[config.mk]
export PLATFORM = sky130hd
export DESIGN_NAME = regfile_writeback_queue
export DESIGN_NICKNAME = d
export VERILOG_FILES = /design/src/rtl/regfile_pkg.sv /design/src/rtl/regfile_writeback_queue_wb_fifo.sv /design/src/rtl/regfile_writeback_queue.sv
export SDC_FILE = /design/constraint.sdc
export NUM_CORES = 1
export LEC_CHECK = 0
export ABC_AREA = 1
export CORE_AREA = 2 2 179 163
export CTS_CLUSTER_SIZE = 16
export DETAILED_ROUTE_END_ITERATION = 7
export DIE_AREA = 0 0 181 165
export PLACE_DENSITY = 0.61
export SKIP_CTS_REPAIR_TIMING = 1
export SLEW_MARGIN = 10
export SYNTH_ARGS = -nofsm -noshare
export SYNTH_HDL_FRONTEND = slang
export SYNTH_HIERARCHICAL = 1
export SYNTH_SLANG_ARGS = --single-unit
[constraint.sdc]
create_clock -name clk -period 6.2 [get_ports clk]
set_input_delay 1.24 -clock clk [delete_from_list [all_inputs] [get_ports clk]]
set_output_delay 1.24 -clock clk [all_outputs]
set_load 0.005 [all_outputs]
[src/rtl/regfile_pkg.sv]
// regfile_pkg: shared register-file constants, write-back entry type and helpers
package regfile_pkg;
  localparam int XLEN = 32;
  localparam int REG_ADDR_W = 5;
  localparam int NUM_REGS = 32;
  typedef struct packed {
    logic [REG_ADDR_W-1:0] rd;
    logic [XLEN-1:0] data;
  } wb_entry_t;
  // x0 is hardwired, so it never shows up as busy
  function automatic logic [NUM_REGS-1:0] onehot_reg(input logic [REG_ADDR_W-1:0] rd);
    return (NUM_REGS'(1) << rd) & ~NUM_REGS'(1);
  endfunction
endpackage

[src/rtl/regfile_writeback_queue_wb_fifo.sv]
// wb_fifo: DEPTH-entry FIFO of write-back entries exposing storage and per-slot valid bits
module wb_fifo
  import regfile_pkg::*;
#(
  parameter int DEPTH = 4,
  localparam int PW = $clog2(DEPTH),
  localparam int CW = $clog2(DEPTH + 1)
) (
  input  logic clk,
  input  logic rst,
  input  logic push,
  input  wb_entry_t push_data,
  input  logic pop,
  output wb_entry_t head,
  output logic [CW-1:0] count,
  output logic [DEPTH-1:0] valid,
  output wb_entry_t entries [DEPTH]
);
  logic [PW-1:0] head_q, head_d, tail_q, tail_d;
  logic [CW-1:0] count_q, count_d;
  wb_entry_t mem_q [DEPTH];
  wb_entry_t mem_d [DEPTH];
  always_comb begin
    head_d = head_q + PW'(pop);
    tail_d = tail_q + PW'(push);
    count_d = count_q + CW'(push) - CW'(pop);
    mem_d = mem_q;
    if (push) mem_d[tail_q] = push_data;
  end
  // a slot is live when its distance from head (mod DEPTH) is below count
  always_comb begin
    valid = '0;
    for (int i = 0; i < DEPTH; i++) valid[i] = {1'b0, PW'(PW'(i) - head_q)} < count_q;
  end
  always_ff @(posedge clk) begin
    mem_q <= mem_d;
    if (rst) begin
      head_q <= '0;
      tail_q <= '0;
      count_q <= '0;
    end else begin
      head_q <= head_d;
      tail_q <= tail_d;
      count_q <= count_d;
    end
  end
  assign head = mem_q[head_q];
  assign count = count_q;
  assign entries = mem_q;
endmodule

[src/rtl/regfile_writeback_queue.sv]
// regfile_writeback_queue: arbitrates ALU/load results into a FIFO and drains one register write per cycle
module regfile_writeback_queue
  import regfile_pkg::*;
#(
  parameter int DEPTH = 4
) (
  input  logic clk,
  input  logic reset,
  input  logic alu_valid,
  output logic alu_ready,
  input  logic [REG_ADDR_W-1:0] alu_rd,
  input  logic [XLEN-1:0] alu_data,
  input  logic mem_valid,
  output logic mem_ready,
  input  logic [REG_ADDR_W-1:0] mem_rd,
  input  logic [XLEN-1:0] mem_data,
  output logic WriteEnable,
  output logic [REG_ADDR_W-1:0] WritePort,
  output logic [XLEN-1:0] WriteData,
  output logic [NUM_REGS-1:0] busy_mask,
  output logic queue_empty
);
  localparam int CW = $clog2(DEPTH + 1);
  logic [CW-1:0] count;
  logic [DEPTH-1:0] valid;
  wb_entry_t entries [DEPTH];
  wb_entry_t head, in_entry;
  logic push, pop, not_full;
  logic we_q, we_d;
  logic [REG_ADDR_W-1:0] port_q, port_d;
  logic [XLEN-1:0] data_q, data_d;
  wb_fifo #(.DEPTH(DEPTH)) u_fifo (
    .clk(clk),
    .rst(reset),
    .push(push),
    .push_data(in_entry),
    .pop(pop),
    .head(head),
    .count(count),
    .valid(valid),
    .entries(entries)
  );
  // loads win; x0 results complete the handshake but are dropped
  always_comb begin
    not_full = count != CW'(DEPTH);
    mem_ready = !reset && not_full;
    alu_ready = !reset && not_full && !mem_valid;
    in_entry = mem_valid ? '{rd: mem_rd, data: mem_data} : '{rd: alu_rd, data: alu_data};
    push = ((mem_valid && mem_ready) || (alu_valid && alu_ready)) && in_entry.rd != '0;
    pop = count != '0;
    we_d = pop;
    port_d = pop ? head.rd : port_q;
    data_d = pop ? head.data : data_q;
  end
  always_ff @(posedge clk) begin
    if (reset) begin
      we_q <= 1'b0;
      port_q <= '0;
      data_q <= '0;
    end else begin
      we_q <= we_d;
      port_q <= port_d;
      data_q <= data_d;
    end
  end
  always_comb begin
    busy_mask = we_q ? onehot_reg(port_q) : '0;
    for (int i = 0; i < DEPTH; i++) busy_mask = busy_mask | (valid[i] ? onehot_reg(entries[i].rd) : '0);
  end
  assign queue_empty = count == '0 && !we_q;
  assign WriteEnable = we_q;
  assign WritePort = port_q;
  assign WriteData = data_q;
endmodule

* Yosys cells after proc, flatten, opt, wreduce, memory -nomap -nowiden *
Cells that the tools add are included.

storage, ports and cells
  register bits = 193
  input port bits = 78
  output and inout port bits = 73
  word-level logic and storage cells = 67

cells by class
  $add $sub $neg = 8
  $lt $le $gt $ge = 7
  eq/ne operators = 1
  shifts and indexed selects = 5
  muxes and demuxes = 12
  bitwise operators = 6
  reductions and logical operators = 14

operator list
  kind                                                      number
  2-to-1 mux 32 bit                                         5
  left shift 1 x 5 -> 32 bit, first input constant          5
  bitwise mux 148 bit                                       1
  2-to-1 mux 37 bit                                         4
  bitwise OR 32 bit                                         4
  binary-select mux 37 bit (select 2 bit)                   1
  demux 37 bit (select 2 bit)                               1
  < comparator 2 x 3 -> 1 bit                               4
  logical AND 1 bit                                         7
  greater-or-equal comparator 3 bit, second input constant  2
  NOT 2 -> 3 bit                                            2
  nonzero test 5 bit                                        1
  adder 2 x 1 -> 2 bit                                      2
  subtractor 1 x 2 -> 2 bit, first input constant           2
  subtractor 2 bit, first input constant                    2
  adder 3 x 1 -> 3 bit                                      1
  zero test 1 bit                                           3
  zero test 3 bit                                           1
  < comparator 3 x 1 -> 1 bit, second input constant        1
  != test 3 bit, second input constant                      1
  nonzero test 3 bit                                        1
  subtractor 3 x 1 -> 3 bit                                 1
  logical OR 1 bit                                          1

* Longest topological paths before layout *
  depth after elaboration = 8
  depth in mapped cells = 18
  gate-level depth less buffers = 17

* Modules after synthesis *
Netlist, hierarchy kept.

modules (own cells, without submodules)
  module                   instances  cells each  area an instance (µm²)  seq. area each (µm²)
  wb_fifo                  1          425         6037.0                  4584.4
  regfile_writeback_queue  1          652         3642.2                  760.7

* Least setup slack after synthesis *
No wires, ideal clock.

  path type = in2reg
  from = input mem_valid
  to = register u_fifo.mem_q (netlist bit u_fifo/entries[0]) (enable)
  setup time = 0.477 ns
  arrival = 4.600 ns
  data required time = 5.723 ns
  setup slack = 1.123 ns
  stages on the path = 9
  path buffers = 2
  cells stage by stage = buf_2 > buf_2 > nand2_1 > o21ai_0 > nand3_1 > nor2_1 > nor2_1 > inv_1 > nor3_1

on the way
  cells in the longest elaborated chain, start to end = 5
  elaborated cells on any way between the ends = 8
  those cells by class = mux (1); reduce/logical (7)

ends and longest elaborated chain
  item                                                                       RTL line                               text
  start: declaration                                                         regfile_writeback_queue.sv:13          input logic mem_valid,
  parallel branches: the longest is 4 deep, another holds 2-to-1 mux 37 bit  n/a
  logical AND 1 bit *                                                        regfile_writeback_queue.sv:49          push = ((mem_valid && mem_ready) || (alu_valid && alu_ready)) && in_entry.rd != '0;
  via push                                                                   regfile_writeback_queue.sv:28          logic push, pop, not_full;
  end signal: assignment                                                     regfile_writeback_queue_wb_fifo.sv:36  mem_q <= mem_d;
  end: declaration                                                           regfile_writeback_queue_wb_fifo.sv:21  wb_entry_t mem_q [DEPTH];

Mark *: on every way through the listed nets, which the timed path passes.
A chain may end at the register's enable or synchronous reset.

* Worst setup path in the final report *
  from = register u_fifo.head_q[1]
  to = output busy_mask[8]

on the way
  cells in the longest elaborated chain, start to end = 7
  elaborated cells on any way between the ends = 16
  those cells by class = add/sub (4); order compare (4); mux (4); bitwise (4)

ends and longest elaborated chain
  item                            RTL line                               text
  start: declaration              regfile_writeback_queue_wb_fifo.sv:19  logic [PW-1:0] head_q, head_d, tail_q, tail_d;
  start signal: assignment        regfile_writeback_queue_wb_fifo.sv:38  head_q <= '0;
  start signal: assignment        regfile_writeback_queue_wb_fifo.sv:42  head_q <= head_d;
  subtractor 1 x 2 -> 2 bit       regfile_writeback_queue_wb_fifo.sv:33  for (int i = 0; i < DEPTH; i++) valid[i] = {1'b0, PW'(PW'(i) - head_q)} < count_q;
  < comparator 2 x 3 -> 1 bit     regfile_writeback_queue_wb_fifo.sv:33
  via valid[0]                    regfile_writeback_queue.sv:25          logic [DEPTH-1:0] valid;
  2-to-1 mux 32 bit               regfile_writeback_queue.sv:68          for (int i = 0; i < DEPTH; i++) busy_mask = busy_mask | (valid[i] ? onehot_reg(entries[i].rd) : '0);
  bitwise OR 32 bit (4 in a row)  regfile_writeback_queue.sv:68
  end: declaration                regfile_writeback_queue.sv:20          output logic [NUM_REGS-1:0] busy_mask,

The timed path passes the listed nets, and every way through them passes these cells.

==> impl_metrics.tcl <==
set metrics [dict create \
    whs_path_depth 2 \
    p_leak_nw 4.38 \
    syn_nets 1164 \
    reg2reg_slack_ns 3.16 \
    wl_per_cell_um 17.8 \
    worstHoldPathType "reg -> reg" \
    max_stage_delay_ns 0.52 \
    overflow 0 \
    cts_max_level 4 \
    cap_violations 0 \
    vdd_drop_max_v 0.000270 \
    die_area_um2 29900 \
    finalCritPeriodShare_pct 77.3 \
    nNetsFinal 1281 \
    synth_ff_type "edfxtp_1" \
    path_clk_slew_ns 0.06 \
    cts_root_buffer "clkbuf_16" \
    drtPass1Iterations 6 \
    drive_above_1_share_pct 7.71 \
    antenna_found_initial 0 \
    seq_area_frac_synth_pct 55.2 \
    fin_ws_ns 1.41 \
    pin_count 151 \
    core_um2 27900 \
    worst_pin_slew_ns 0.954 \
    final_antenna_net_count 0 \
    synth_edf_count 148 \
    final_cell_mix "nand2_1, nand3_1, nor2_1" \
    tns_ns 0 \
    reg2reg_from "u_fifo/count[1]" \
    grt_usage_pct 18.8 \
    stdcell_count 1567 \
    r2r_end "u_fifo/count[2]" \
    num_rows 58 \
    path_class "reg -> out" \
    start_kind "register" \
    drtIter0Drc 775 \
    ys_ff_latch 193 \
    worstHoldStart "WriteData[5]" \
    arrival_ns 3.55 \
    cts_buffers 17 \
    ys_warn_count 6 \
    async_flop_share_pct 0 \
    drc_errors 0 \
    hold_violations 0 \
    slew_violations 0 \
    grt_max_degree 77 \
    synth_cell_types 33 \
    portBuffers 149 \
    holdPathEnd "WriteData[5]" \
    clockBufferDepth 2 \
    cp-end-kind "primary output" \
    whs_ns 0.466 \
    avgViaCountPerCell 5.21 \
    fmax_ghz 0.209 \
    synthesis.area_um2 9680 \
    dp_hpwl_um 19500 \
    grt_pass1_vias 7602 \
    wl_um 28000 \
    max_slew_margin_pct 36.4 \
    chipWidth_um 181 \
    worstPathRequired_ns 4.96 \
    dpl.cell_count 1535 \
    antenna_cells 0 \
    cts_tree "done" \
    worst-path-max-fanout 40 \
    clock_latency_ns 0.43 \
    synth_area_per_cell_um2 8.99 \
    fin_crit_ns 4.79 \
    area_delta_synth_final_pct 23.6 \
    grt_pass1_wl_um 42900 \
    dp_slack_ns 1.89 \
    cpMostUsedCell "nand2_1" \
    clkSinkCount 193 \
    slowest_stage "clkdlybuf4s50_1" \
    finalClockSkew_ns 0.00792 \
    rsz0062_at_grt "false" \
    place_congestion 0.982 \
    vias 8162 \
    synth_cells 1077 \
    mostFrequentLayoutCell "nand2_1" \
    r2r_cells 12 \
    pwr_density_cell_nw_per_um2 390 \
    outcome "complete, no violations" \
    die_height_um 165 \
    initial_utilization_pct 34.7 \
    finalSetupViolations 0 \
    crit_chain "buf_4 -> nand2_1 -> nand2_1 -> inv_2 -> ha_1 -> a21boi_1 -> o21ai_1 -> inv_1 -> nor2_2 -> inv_1 -> nor2_1 -> nor2_1 -> nand2_1 -> clkdlybuf4s50_1" \
]
sequential cells by signal, indices dropped and copies added, names as in the netlist:
register / cells
WriteData: 32
WriteEnable: 1
WritePort: 5
u_fifo/count: 3
u_fifo/entries: 148
u_fifo/head_q: 2
u_fifo/tail_q: 2
report_power, final:
group | internal [W] | total [W] | switching (W)
combinational | 0.000673 | 0.00177 | 0.00110
sequential | 0.00162 | 0.00178 | 0.000167
clock | 0.000656 | 0.00111 | 0.000459
routing by layer:
metal  share of wire (%)  global-route usage, %  vias to the layer above
met5                   0                      0                        -
met4                 2.5                   6.50                        0
met3                 6.8                   3.20                       38
met2                  47                   31.1                      330
met1                  44                   25.0                     3863
li1                    -                      -                     3931
critical path, delay by kind of cell (launching register included):
kind            cells  cell delay [ns]
buf+inv             5             1.34
simple gates        6             0.91
flops               1             0.33
compound gates      2             0.29
fa+ha+maj           1             0.25
Yosys cell counts, types with 8 or more instances:
cell      instances  share of area (%)
mux2_2           32                3.7
ha_1              8                1.0
nor3_1           10               0.52
nand2_1         224                8.7
buf_2            42                2.2
a21oi_1          48                2.5
nand4_1          72                4.7
buf_6            10                1.2
inv_1            67                2.6
edfxtp_1        148                 46
nand3_1         166                8.6
nor2_1          161                6.2
dfxtp_1          45                9.3
through the flow:
step,cell area [um^2],power (W),util (%)
3_5_place_dp,11300,0.00360,40.7
4_1_cts,12000,0.00471,42.9
3_3_place_gp,11300,0.00358,40.7
6_report,12000,0.00467,42.9
5_1_grt,12000,0.00497,42.9
2_1_floorplan,9680,0.00290,-
cell families (layout without fill, tap and decap cells):
| group | after synthesis | after routing | synth area share [%] |
|---|---|---|---|
| compound gates | 60 | 60 | 3.18 |
| flops | 193 | 193 | 55.2 |
| buf+inv | 137 | 267 | 6.83 |
| simple gates | 643 | 643 | 29.6 |
| xor+xnor | 2 | 2 | 0.181 |
| mux | 32 | 32 | 3.72 |
| other cells | 1 | 1 | 0.0387 |
| fa+ha+maj | 9 | 9 | 1.24 |
final cells by class:
type                    instances  area, um^2
flip-flops and latches        193        5350
inverters                      74         278
well taps                     360         450
clock inverters                10         121
fillers                      2733       15900
multi-input cells             747        3690
clock buffers                  22         497
repair buffers                161        1570
worst max path at each step:
stage / startpoint / end / cells past startpoint / slack [ns]
6_report: u_fifo/head_q[1] / busy_mask[8] / 14 / 1.41
5_1_grt: u_fifo/head_q[1] / busy_mask[12] / 14 / 1.19
4_1_cts: u_fifo/head_q[1] / busy_mask[8] / 14 / 1.42
3_5_place_dp: u_fifo/head_q[1] / busy_mask[8] / 14 / 1.89
3_3_place_gp: u_fifo/head_q[1] / busy_mask[8] / 14 / 1.90
2_1_floorplan: mem_valid / u_fifo/entries[0] / 9 / 1.12
(Power assumes the default switching activity.)
